[config.mk]
export PLATFORM = sky130hd
export DESIGN_NAME = register_file_mp
export DESIGN_NICKNAME = d
export VERILOG_FILES = /design/src/rtl/regfile_pkg.sv /design/src/rtl/regfile_clear_fsm.sv /design/src/rtl/register_file_mp.sv
export SDC_FILE = /design/constraint.sdc
export NUM_CORES = 2
export LEC_CHECK = 0
export ABC_CLOCK_PERIOD_IN_PS = 5100
export CAP_MARGIN = 20
export CORE_ASPECT_RATIO = 1.25
export CORE_MARGIN = 1
export CORE_UTILIZATION = 50
export DETAILED_ROUTE_END_ITERATION = 8
export MAX_ROUTING_LAYER = met4
export PLACE_DENSITY = 0.69
export SLEW_MARGIN = 10
export SYNTH_ARGS = -nofsm -noshare
export SYNTH_HDL_FRONTEND = slang
export SYNTH_SLANG_ARGS = --single-unit
[constraint.sdc]
create_clock -name clk -period 5.1 [get_ports clk]
set_input_delay 1.02 -clock clk [delete_from_list [all_inputs] [get_ports clk]]
set_output_delay 1.02 -clock clk [all_outputs]
set_load 0.03 [all_outputs]
[src/rtl/regfile_pkg.sv]
// Shared types and default parameters for the multi-port decode-stage register file.
package regfile_pkg;

  localparam int RF_DATA_WIDTH      = 32;
  localparam int RF_ADDRESS_WIDTH   = 5;
  localparam int RF_NUM_READ        = 2;
  localparam int RF_NUM_WRITE       = 1;
  localparam int RF_ZERO_REG        = 1;
  localparam int RF_BYPASS          = 1;
  localparam int RF_CLEAR_PER_CYCLE = 4;

  typedef enum logic {
    RF_CLEAR = 1'b0,
    RF_RUN   = 1'b1
  } rf_state_t;

endpackage

[src/rtl/regfile_clear_fsm.sv]
// Post-reset clear sequencer: walks the storage array in fixed-size chunks, then raises ready.
//
// state    | meaning
// RF_CLEAR | zeroing chunk at clr_idx each cycle; ready=0
// RF_RUN   | clear done; normal reads/writes; ready=1
module regfile_clear_fsm
  import regfile_pkg::*;
#(
  parameter int ADDRESS_WIDTH   = RF_ADDRESS_WIDTH,
  parameter int CLEAR_PER_CYCLE = RF_CLEAR_PER_CYCLE
) (
  input  logic                     clk,
  input  logic                     rst,
  output logic                     clr_en,
  output logic [ADDRESS_WIDTH-1:0] clr_base,
  output logic                     ready
);

  localparam int DEPTH = 1 << ADDRESS_WIDTH;
  localparam logic [ADDRESS_WIDTH-1:0] LAST_BASE = ADDRESS_WIDTH'(DEPTH - CLEAR_PER_CYCLE);
  localparam logic [ADDRESS_WIDTH-1:0] STEP      = ADDRESS_WIDTH'(CLEAR_PER_CYCLE);

  rf_state_t                  state;
  rf_state_t                  state_next;
  logic [ADDRESS_WIDTH-1:0]   clr_idx;
  logic [ADDRESS_WIDTH-1:0]   clr_idx_next;

  always_ff @(posedge clk) begin
    if (rst) begin
      state   <= RF_CLEAR;
      clr_idx <= '0;
    end else begin
      state   <= state_next;
      clr_idx <= clr_idx_next;
    end
  end

  // The last chunk holds clr_idx instead of advancing, so it never wraps inside CLEAR.
  always_comb begin
    state_next   = state;
    clr_idx_next = clr_idx;
    case (state)
      RF_CLEAR: begin
        if (clr_idx == LAST_BASE) begin
          state_next = RF_RUN;
        end else begin
          clr_idx_next = clr_idx + STEP;
        end
      end
      RF_RUN: begin
        state_next = RF_RUN;
      end
      default: begin
        state_next   = RF_CLEAR;
        clr_idx_next = '0;
      end
    endcase
  end

  always_comb begin
    clr_en   = 1'b0;
    ready    = 1'b0;
    clr_base = clr_idx;
    case (state)
      RF_CLEAR: clr_en = 1'b1;
      RF_RUN:   ready  = 1'b1;
      default:  clr_en = 1'b0;
    endcase
  end

endmodule

[src/rtl/register_file_mp.sv]
// Multi-port register file with hardwired-zero entry, optional write-to-read bypass
// and a chunked post-reset clear that gates both reads and writes until done.
module register_file_mp
  import regfile_pkg::*;
#(
  parameter int DATA_WIDTH      = RF_DATA_WIDTH,
  parameter int ADDRESS_WIDTH   = RF_ADDRESS_WIDTH,
  parameter int NUM_READ        = RF_NUM_READ,
  parameter int NUM_WRITE       = RF_NUM_WRITE,
  parameter int ZERO_REG        = RF_ZERO_REG,
  parameter int BYPASS          = RF_BYPASS,
  parameter int CLEAR_PER_CYCLE = RF_CLEAR_PER_CYCLE
) (
  input  logic                               clk,
  input  logic                               rst,
  input  logic [NUM_READ*ADDRESS_WIDTH-1:0]  ra,
  output logic [NUM_READ*DATA_WIDTH-1:0]     rd,
  input  logic [NUM_WRITE*ADDRESS_WIDTH-1:0] wa,
  input  logic [NUM_WRITE-1:0]               we,
  input  logic [NUM_WRITE*DATA_WIDTH-1:0]    wd,
  output logic                               ready
);

  localparam int DEPTH = 1 << ADDRESS_WIDTH;

  if ((DEPTH % CLEAR_PER_CYCLE) != 0) begin : g_bad_clear
    $error("CLEAR_PER_CYCLE must divide DEPTH");
  end
  if ((NUM_WRITE < 1) || (NUM_WRITE > 2)) begin : g_bad_nwrite
    $error("NUM_WRITE must be 1 or 2");
  end

  logic [DATA_WIDTH-1:0]    mem [DEPTH];
  logic                     clr_en;
  logic [ADDRESS_WIDTH-1:0] clr_base;

  logic [ADDRESS_WIDTH-1:0] wa_p [NUM_WRITE];
  logic [DATA_WIDTH-1:0]    wd_p [NUM_WRITE];

  for (genvar j = 0; j < NUM_WRITE; j++) begin : g_wsplit
    assign wa_p[j] = wa[j*ADDRESS_WIDTH +: ADDRESS_WIDTH];
    assign wd_p[j] = wd[j*DATA_WIDTH +: DATA_WIDTH];
  end

  regfile_clear_fsm #(
    .ADDRESS_WIDTH   (ADDRESS_WIDTH),
    .CLEAR_PER_CYCLE (CLEAR_PER_CYCLE)
  ) u_clear_fsm (
    .clk      (clk),
    .rst      (rst),
    .clr_en   (clr_en),
    .clr_base (clr_base),
    .ready    (ready)
  );

  // Later write ports are assigned last, so the higher index wins on an address clash.
  always_ff @(posedge clk) begin
    if (clr_en) begin
      for (int k = 0; k < CLEAR_PER_CYCLE; k++) begin
        mem[clr_base + ADDRESS_WIDTH'(k)] <= '0;
      end
    end else if (ready) begin
      for (int j = 0; j < NUM_WRITE; j++) begin
        if (we[j] && !((ZERO_REG != 0) && (wa_p[j] == '0))) begin
          mem[wa_p[j]] <= wd_p[j];
        end
      end
    end
  end

  for (genvar i = 0; i < NUM_READ; i++) begin : g_read
    logic [ADDRESS_WIDTH-1:0] ra_i;
    logic [DATA_WIDTH-1:0]    rd_i;

    assign ra_i = ra[i*ADDRESS_WIDTH +: ADDRESS_WIDTH];

    // Checks are applied lowest priority first so later overrides win.
    always_comb begin
      rd_i = mem[ra_i];
      if (BYPASS != 0) begin
        for (int j = 0; j < NUM_WRITE; j++) begin
          if (we[j] && (wa_p[j] == ra_i)) begin
            rd_i = wd_p[j];
          end
        end
      end
      if ((ZERO_REG != 0) && (ra_i == '0)) begin
        rd_i = '0;
      end
      if (!ready) begin
        rd_i = '0;
      end
    end

    assign rd[i*DATA_WIDTH +: DATA_WIDTH] = rd_i;
  end

endmodule

# Word level (Yosys, flattened, before mapping)
# Memories as Yosys holds them, arrays and structs flattened.
# Index checks and enable logic that the tools add are counted.
[classes] add_sub_neg=4 eq_ne=3 mux=17 n_bitwise=2 reduce_logical=9
[ops] op="2-to-1 mux 32 bit" n=7
[ops] op="OR reduction 32 bit" n=1
[ops] op="logical NOT 5 bit" n=3
[ops] op="adder 5 x 2 -> 5 bit, second input constant" n=2
[ops] op="equality test 5 bit" n=2
[ops] op="2-to-1 mux 1 bit" n=8
[ops] op="adder 5 x 1 -> 5 bit, second input constant" n=1
[ops] op="adder 5 x 3 -> 5 bit, second input constant" n=1
[ops] op="equality test 5 bit, second input constant" n=1
[ops] op="2-to-1 mux 5 bit" n=1
[ops] op="logical AND 1 bit" n=3
[ops] op="inverter 1 bit" n=2
[ops] op="case mux 1 bit (2 select lines)" n=1
[ops] op="AND reduction 2 bit" n=1
[ops] op="logical NOT 1 bit" n=1
[word_totals] register_bits=6 ramBits=1024 inputBits=50 memories=1
[mem_list] memory="mem" words=32 width=32 read_ports=2 rd_ports_with_merged_regs=0 write_ports=4 line="register_file_mp.sv:33" rtl="logic [DATA_WIDTH-1:0] mem [DEPTH];"

# Logic depth before layout (Yosys ltp)
[depth] word_depth=9 depth_mapped=10

# Modules after synthesis
# Synthesis repeated with hierarchy kept, for this count alone.
[hier_totals] cells_unflattened=6450 area_unflattened_um2=58439.8
[modules_own_cells] mod="register_file_mp" instances=1 cells_each=6429 area_per_inst_um2=58250.9 seq_area_each_um2=20499.7
[modules_own_cells] mod="regfile_clear_fsm" instances=1 cells_each=21 area_per_inst_um2=188.9 seq_area_each_um2=80.1

# Least setup slack after synthesis
# OpenSTA, ideal clock, no wires.
[synth_timing] kind="input to register" start="input port wa[1]" end="memory mem[12][0] (netlist bit) (enable)" arrival_time_ns=3.958 slack_ns=0.721 path_stages=9 n_path_buf=5 cell_sequence="buf_2 or3_1 buf_2 o21a_1 buf_6 mux2_4 buf_6 clkbuf_1 nor2_1"
[synth_lines] element="start, declared" line="register_file_mp.sv:18" rtl="input logic [NUM_WRITE*ADDRESS_WIDTH-1:0] wa,"
[synth_lines] element="end, declared" line="register_file_mp.sv:33"

# Worst setup path after layout
[layout_timing] start="input port ra[4]" end="output port rd[4]"
[layout_via] elab_chain_len=5 word_cells_on_any_way=7 classes_between="eq/ne (1); mux (3); reduce/logical (2); memory (1)"
[layout_lines] element="start, declared" line="register_file_mp.sv:16" rtl="input logic [NUM_READ*ADDRESS_WIDTH-1:0] ra,"
[layout_lines] element="branches (longest 3 deep; another with memory read (32 x 32 bit))"
[layout_lines] element="2-to-1 mux 32 bit (*)" line="register_file_mp.sv:87" rtl="if ((ZERO_REG != 0) && (ra_i == '0)) begin"
[layout_lines] element="2-to-1 mux 32 bit (*)" line="register_file_mp.sv:90" rtl="if (!ready) begin"
[layout_lines] element="end, declared" line="register_file_mp.sv:17" rtl="output logic [NUM_READ*DATA_WIDTH-1:0] rd,"
# Mark *: on every way between the ends.

==> impl_metrics.py <==
metrics = {
    "run_status": {
        "outcome": "finished, final reports clean",
    },
    "worst_hold_path": {
        "hold_class": "reg -> reg",
        "worstHoldPathCells": 2,
    },
    "cts": {
        "root_buffer": "clkbuf_16",
        "path_clk_slew_ns": 0.06,
        "cts_buffer_depth": 3,
        "postCtsHoldBufs": 0,
        "cts_num_sinks": 1028,
        "tritoncts": "built",
        "clkLatencyLatePin_ns": 0.74,
        "cts_max_level": 3,
        "cts_made_buffers": 100,
    },
    "placed_design": {
        "hpwl_um": 130200,
        "dp_cells": 6694,
        "post-place-ws_ns": -0.06087,
        "gp_congestion": 0.9653,
        "portBuffers": 114,
    },
    "synthesis": {
        "synthArstFlopShare_pct": 0,
        "syn_area_um2": 54270,
        "synth.yosys.seq_area_share_pct": 42.64,
        "synth_compound_area_share_pct": 19.52,
        "syn_nets": 5605,
        "yosys_warnings": 0,
        "synth.distinct_cells": 46,
        "syn_area_per_cell_um2": 9.773,
        "ys_ff_latch": 1028,
        "synth-adder-area-share_pct": 0.04611,
        "yosys.area_share.simple_pct": 9.757,
        "synth_xor_area_share_pct": 0.1775,
        "synth_top_family_by_area": "multiplexers",
        "synthFlopType": "dfxtp_1",
        "synth_edf_count": 256,
        "muxShareOfSynthArea_pct": 22.26,
        "synthCells": 5553,
    },
    "timing": {
        "final-hold-violation-count": 0,
        "slew_headroom_pct": 16.89,
        "fin_crit_sh_pct": 99.33,
        "post-route-min-period_ns": 5.066,
        "setup_viol": 0,
        "max_slew.worst_pin.slew_ns": 1.247,
        "hold_slack_ns": 0.4732,
        "fmax_mhz": 197.4,
        "finalMaxSlewViolations": 0,
        "finalWorstSetupSlack_ns": 0.03434,
        "rsz0062_at_grt": "no",
        "fin_skew_ns": 0.04174,
    },
    "grt": {
        "antenna_found_initial": 14,
        "first_global_vias": 49030,
        "grt_pass1_wl_um": 325900,
        "use_met3_pct": 12.95,
        "grt_start_max_net_pins": 151,
        "grt_usage_pct": 41.67,
        "grt_overflow": 0,
        "grt_use_met1_pct": 48.51,
        "busiest_layer": "met2",
        "use_met2_pct": 59.77,
    },
    "floorplan": {
        "initial_utilization_pct": 50.65,
        "die_h_um": 370.3,
        "rows": 134,
        "fp.dieW_um": 296.7,
        "boundaryPins": 115,
        "die-area_um2": 109900,
        "coreArea_um2": 107100,
    },
    "layout": {
        "final_cells": 6898,
        "final_util_pct": 57.61,
        "num-fill-cells": 8872,
        "drive_gt1_share_pct": 17.56,
        "areaGrowthSynthToFinish_pct": 13.72,
        "layout.nets": 5422,
    },
    "worst_setup_path": {
        "r2r_cells": 6,
        "cp.required_ns": 4.08,
        "cp_top_family": "compound AO/OA/AOI/OAI gates",
        "critPathSlowestCell": "a31oi_1",
        "worst-path-buf-inv": 4,
        "crit_path_frequent_cell": "buf_4",
        "end_kind": "output pin",
        "slowest_delay_ns": 0.88,
        "cp_cell_sequence": "buf_4 -> buf_4 -> nor3_2 -> a21boi_4 -> buf_4 -> o21ai_0 -> a31oi_1 -> buf_12",
        "worst-setup-path-type": "in -> out",
        "crit_fanout": 28,
        "arrival_ns": 4.05,
        "cp-start-kind": "input pin",
        "path_depth": 8,
    },
    "power": {
        "powerDensity_nw_per_um2": 299.7,
        "total_power_uw": 18500,
        "irDropWorstVdd_mv": 0.2995,
        "p_leak_uw": 0.02110,
    },
    "detailed_routing": {
        "vias_per_cell": 7.277,
        "drc": 0,
        "detail_route.wirelength_um": 223300,
        "num_vias": 50200,
        "drtIter0Drc": 7435,
        "wl_per_cell_um": 32.37,
        "first_pass_iters": 7,
        "ant_nets": 0,
    },
    "flow_run": {
        "drv_cap": 0,
    },
}
## power breakdown
part | internal, uW | switching, uW
Sequential | 8480 | 70.4
Clock | 4310 | 3490
Combinational | 683 | 1470
## flip-flops by register name (all words and copies together) (netlist names)
signal and cells:
u_clear_fsm.clr_base 3, mem 1024, u_clear_fsm.state 1
## worst paths after layout
path	to	slack, ns	from
setup reg to reg	mem[15][7]	1.43	u_clear_fsm.state
setup / recovery	rd[4]	0.03	ra[4]
hold reg to reg	mem[9][6]	0.47	mem[9][6]
hold / removal	mem[9][6]	0.47	mem[9][6]
## layout make-up
cell class / count / area (um2) / share of cell area, %
Inverter: 33 / 123.9 / 0.2007
Sequential cell: 1028 / 23140 / 37.50
Antenna cell: 14 / 35.03 / 0.05677
Clock inverter: 40 / 511.7 / 0.8292
Timing Repair Buffer: 403 / 4747 / 7.692
Clock buffer: 148 / 2884 / 4.673
Tap cell: 1428 / 1787 / 2.895
Multi-Input combinational cell: 3804 / 28480 / 46.16
## worst register-to-register path, cell delays in order, from the launching register on
cell and delay [ns]:
dfxtp_1 0.75, and2_2 0.27, buf_4 0.81, nand3_4 0.60
buf_12 0.47, or3_1 0.55, a21oi_1 0.12
## cells in the final DEF (no fill, tap or decap), types with 15 or more instances in the layout
cell,synthesis,layout
edfxtp_1,256,256
clkbuf_1,504,29
o221ai_1,75,75
buf_4,0,227
or3_1,194,192
clkbuf_16,0,101
and3_1,16,15
o21a_1,26,26
inv_1,33,33
o211a_1,17,17
nand3_1,402,398
o21ai_0,747,747
clkdlybuf4s50_1,0,40
nor2b_1,42,41
a31oi_1,43,42
mux2_2,58,58
o22ai_1,207,207
buf_12,0,126
a21oi_1,692,692
nor2_1,152,138
clkbuf_8,0,19
a221oi_1,26,26
dfxtp_1,772,772
mux2i_1,417,414
nand2_1,249,241
mux4_2,320,320
o211ai_1,37,37
## through the flow
step                      TNS [ns]  cell area, um2
final                            0           61720
after global routing             0           61710
after CTS                        0           61640
after detailed placement  -0.06087           58250
after global placement     -0.1015           58250
after floorplan                  0           54270
## layer usage
| metal | up-vias | share of wire, % |
|---|---|---|
| li1 | 20620 | - |
| met2 | 4127 | 43 |
| met5 | - | 0 |
| met1 | 24210 | 33 |
| met3 | 1243 | 15 |
| met4 | 0 | 9.1 |
## cell families (layout without fill, tap and decap cells)
logic type,Yosys count,after routing
adders and majority gates,2,2
AOI/OAI and AO/OA,1904,1904
and+or+nand+nor,1089,1089
buffers and inverters,721,624
DFF,1028,1028
muxes,798,798
other,0,14
xor gates and xnor gates,11,11
## synth_stat cells, drive strengths merged (3+ instances only)
| master | instances | share of area, % |
|---|---|---|
| dfxtp | 772 | 28 |
| o21ai | 747 | 6.9 |
| a21oi | 692 | 6.4 |
| clkbuf | 505 | 3.5 |
| mux2i | 417 | 7.7 |
| nand3 | 402 | 3.7 |
| mux4 | 320 | 13 |
| edfxtp | 256 | 14 |
| nand2 | 249 | 1.7 |
| o22ai | 207 | 2.4 |
| or3 | 194 | 2.2 |
| buf | 183 | 1.9 |
| nor2 | 152 | 1.1 |
| o221ai | 75 | 1.2 |
| mux2 | 61 | 1.3 |
| a31oi | 43 | 0.50 |
| nor2b | 42 | 0.48 |
| o211ai | 37 | 0.51 |
| inv | 33 | 0.23 |
| a221oi | 26 | 0.42 |
| o21a | 26 | 0.36 |
| o211a | 17 | 0.31 |
| and3 | 16 | 0.18 |
| nand2b | 11 | 0.13 |
| nor3 | 9 | 0.083 |
| a211oi | 6 | 0.083 |
| o311ai | 6 | 0.097 |
| xor2 | 6 | 0.097 |
| and2 | 5 | 0.058 |
| o2111ai | 5 | 0.081 |
| o221a | 5 | 0.10 |
| o31ai | 5 | 0.069 |
| xnor2 | 5 | 0.081 |
| a211o | 4 | 0.065 |
| nand4 | 4 | 0.046 |
| or2 | 3 | 0.035 |
## what timing repair did
action	4_1_cts	5_1_grt
setup buffers	0	0
cloned	0	0
hold endpoints to repair	0	0
gates resized for setup	1	1
endpoints found under the setup margin	1	1
(Power assumes the default switching activity.)
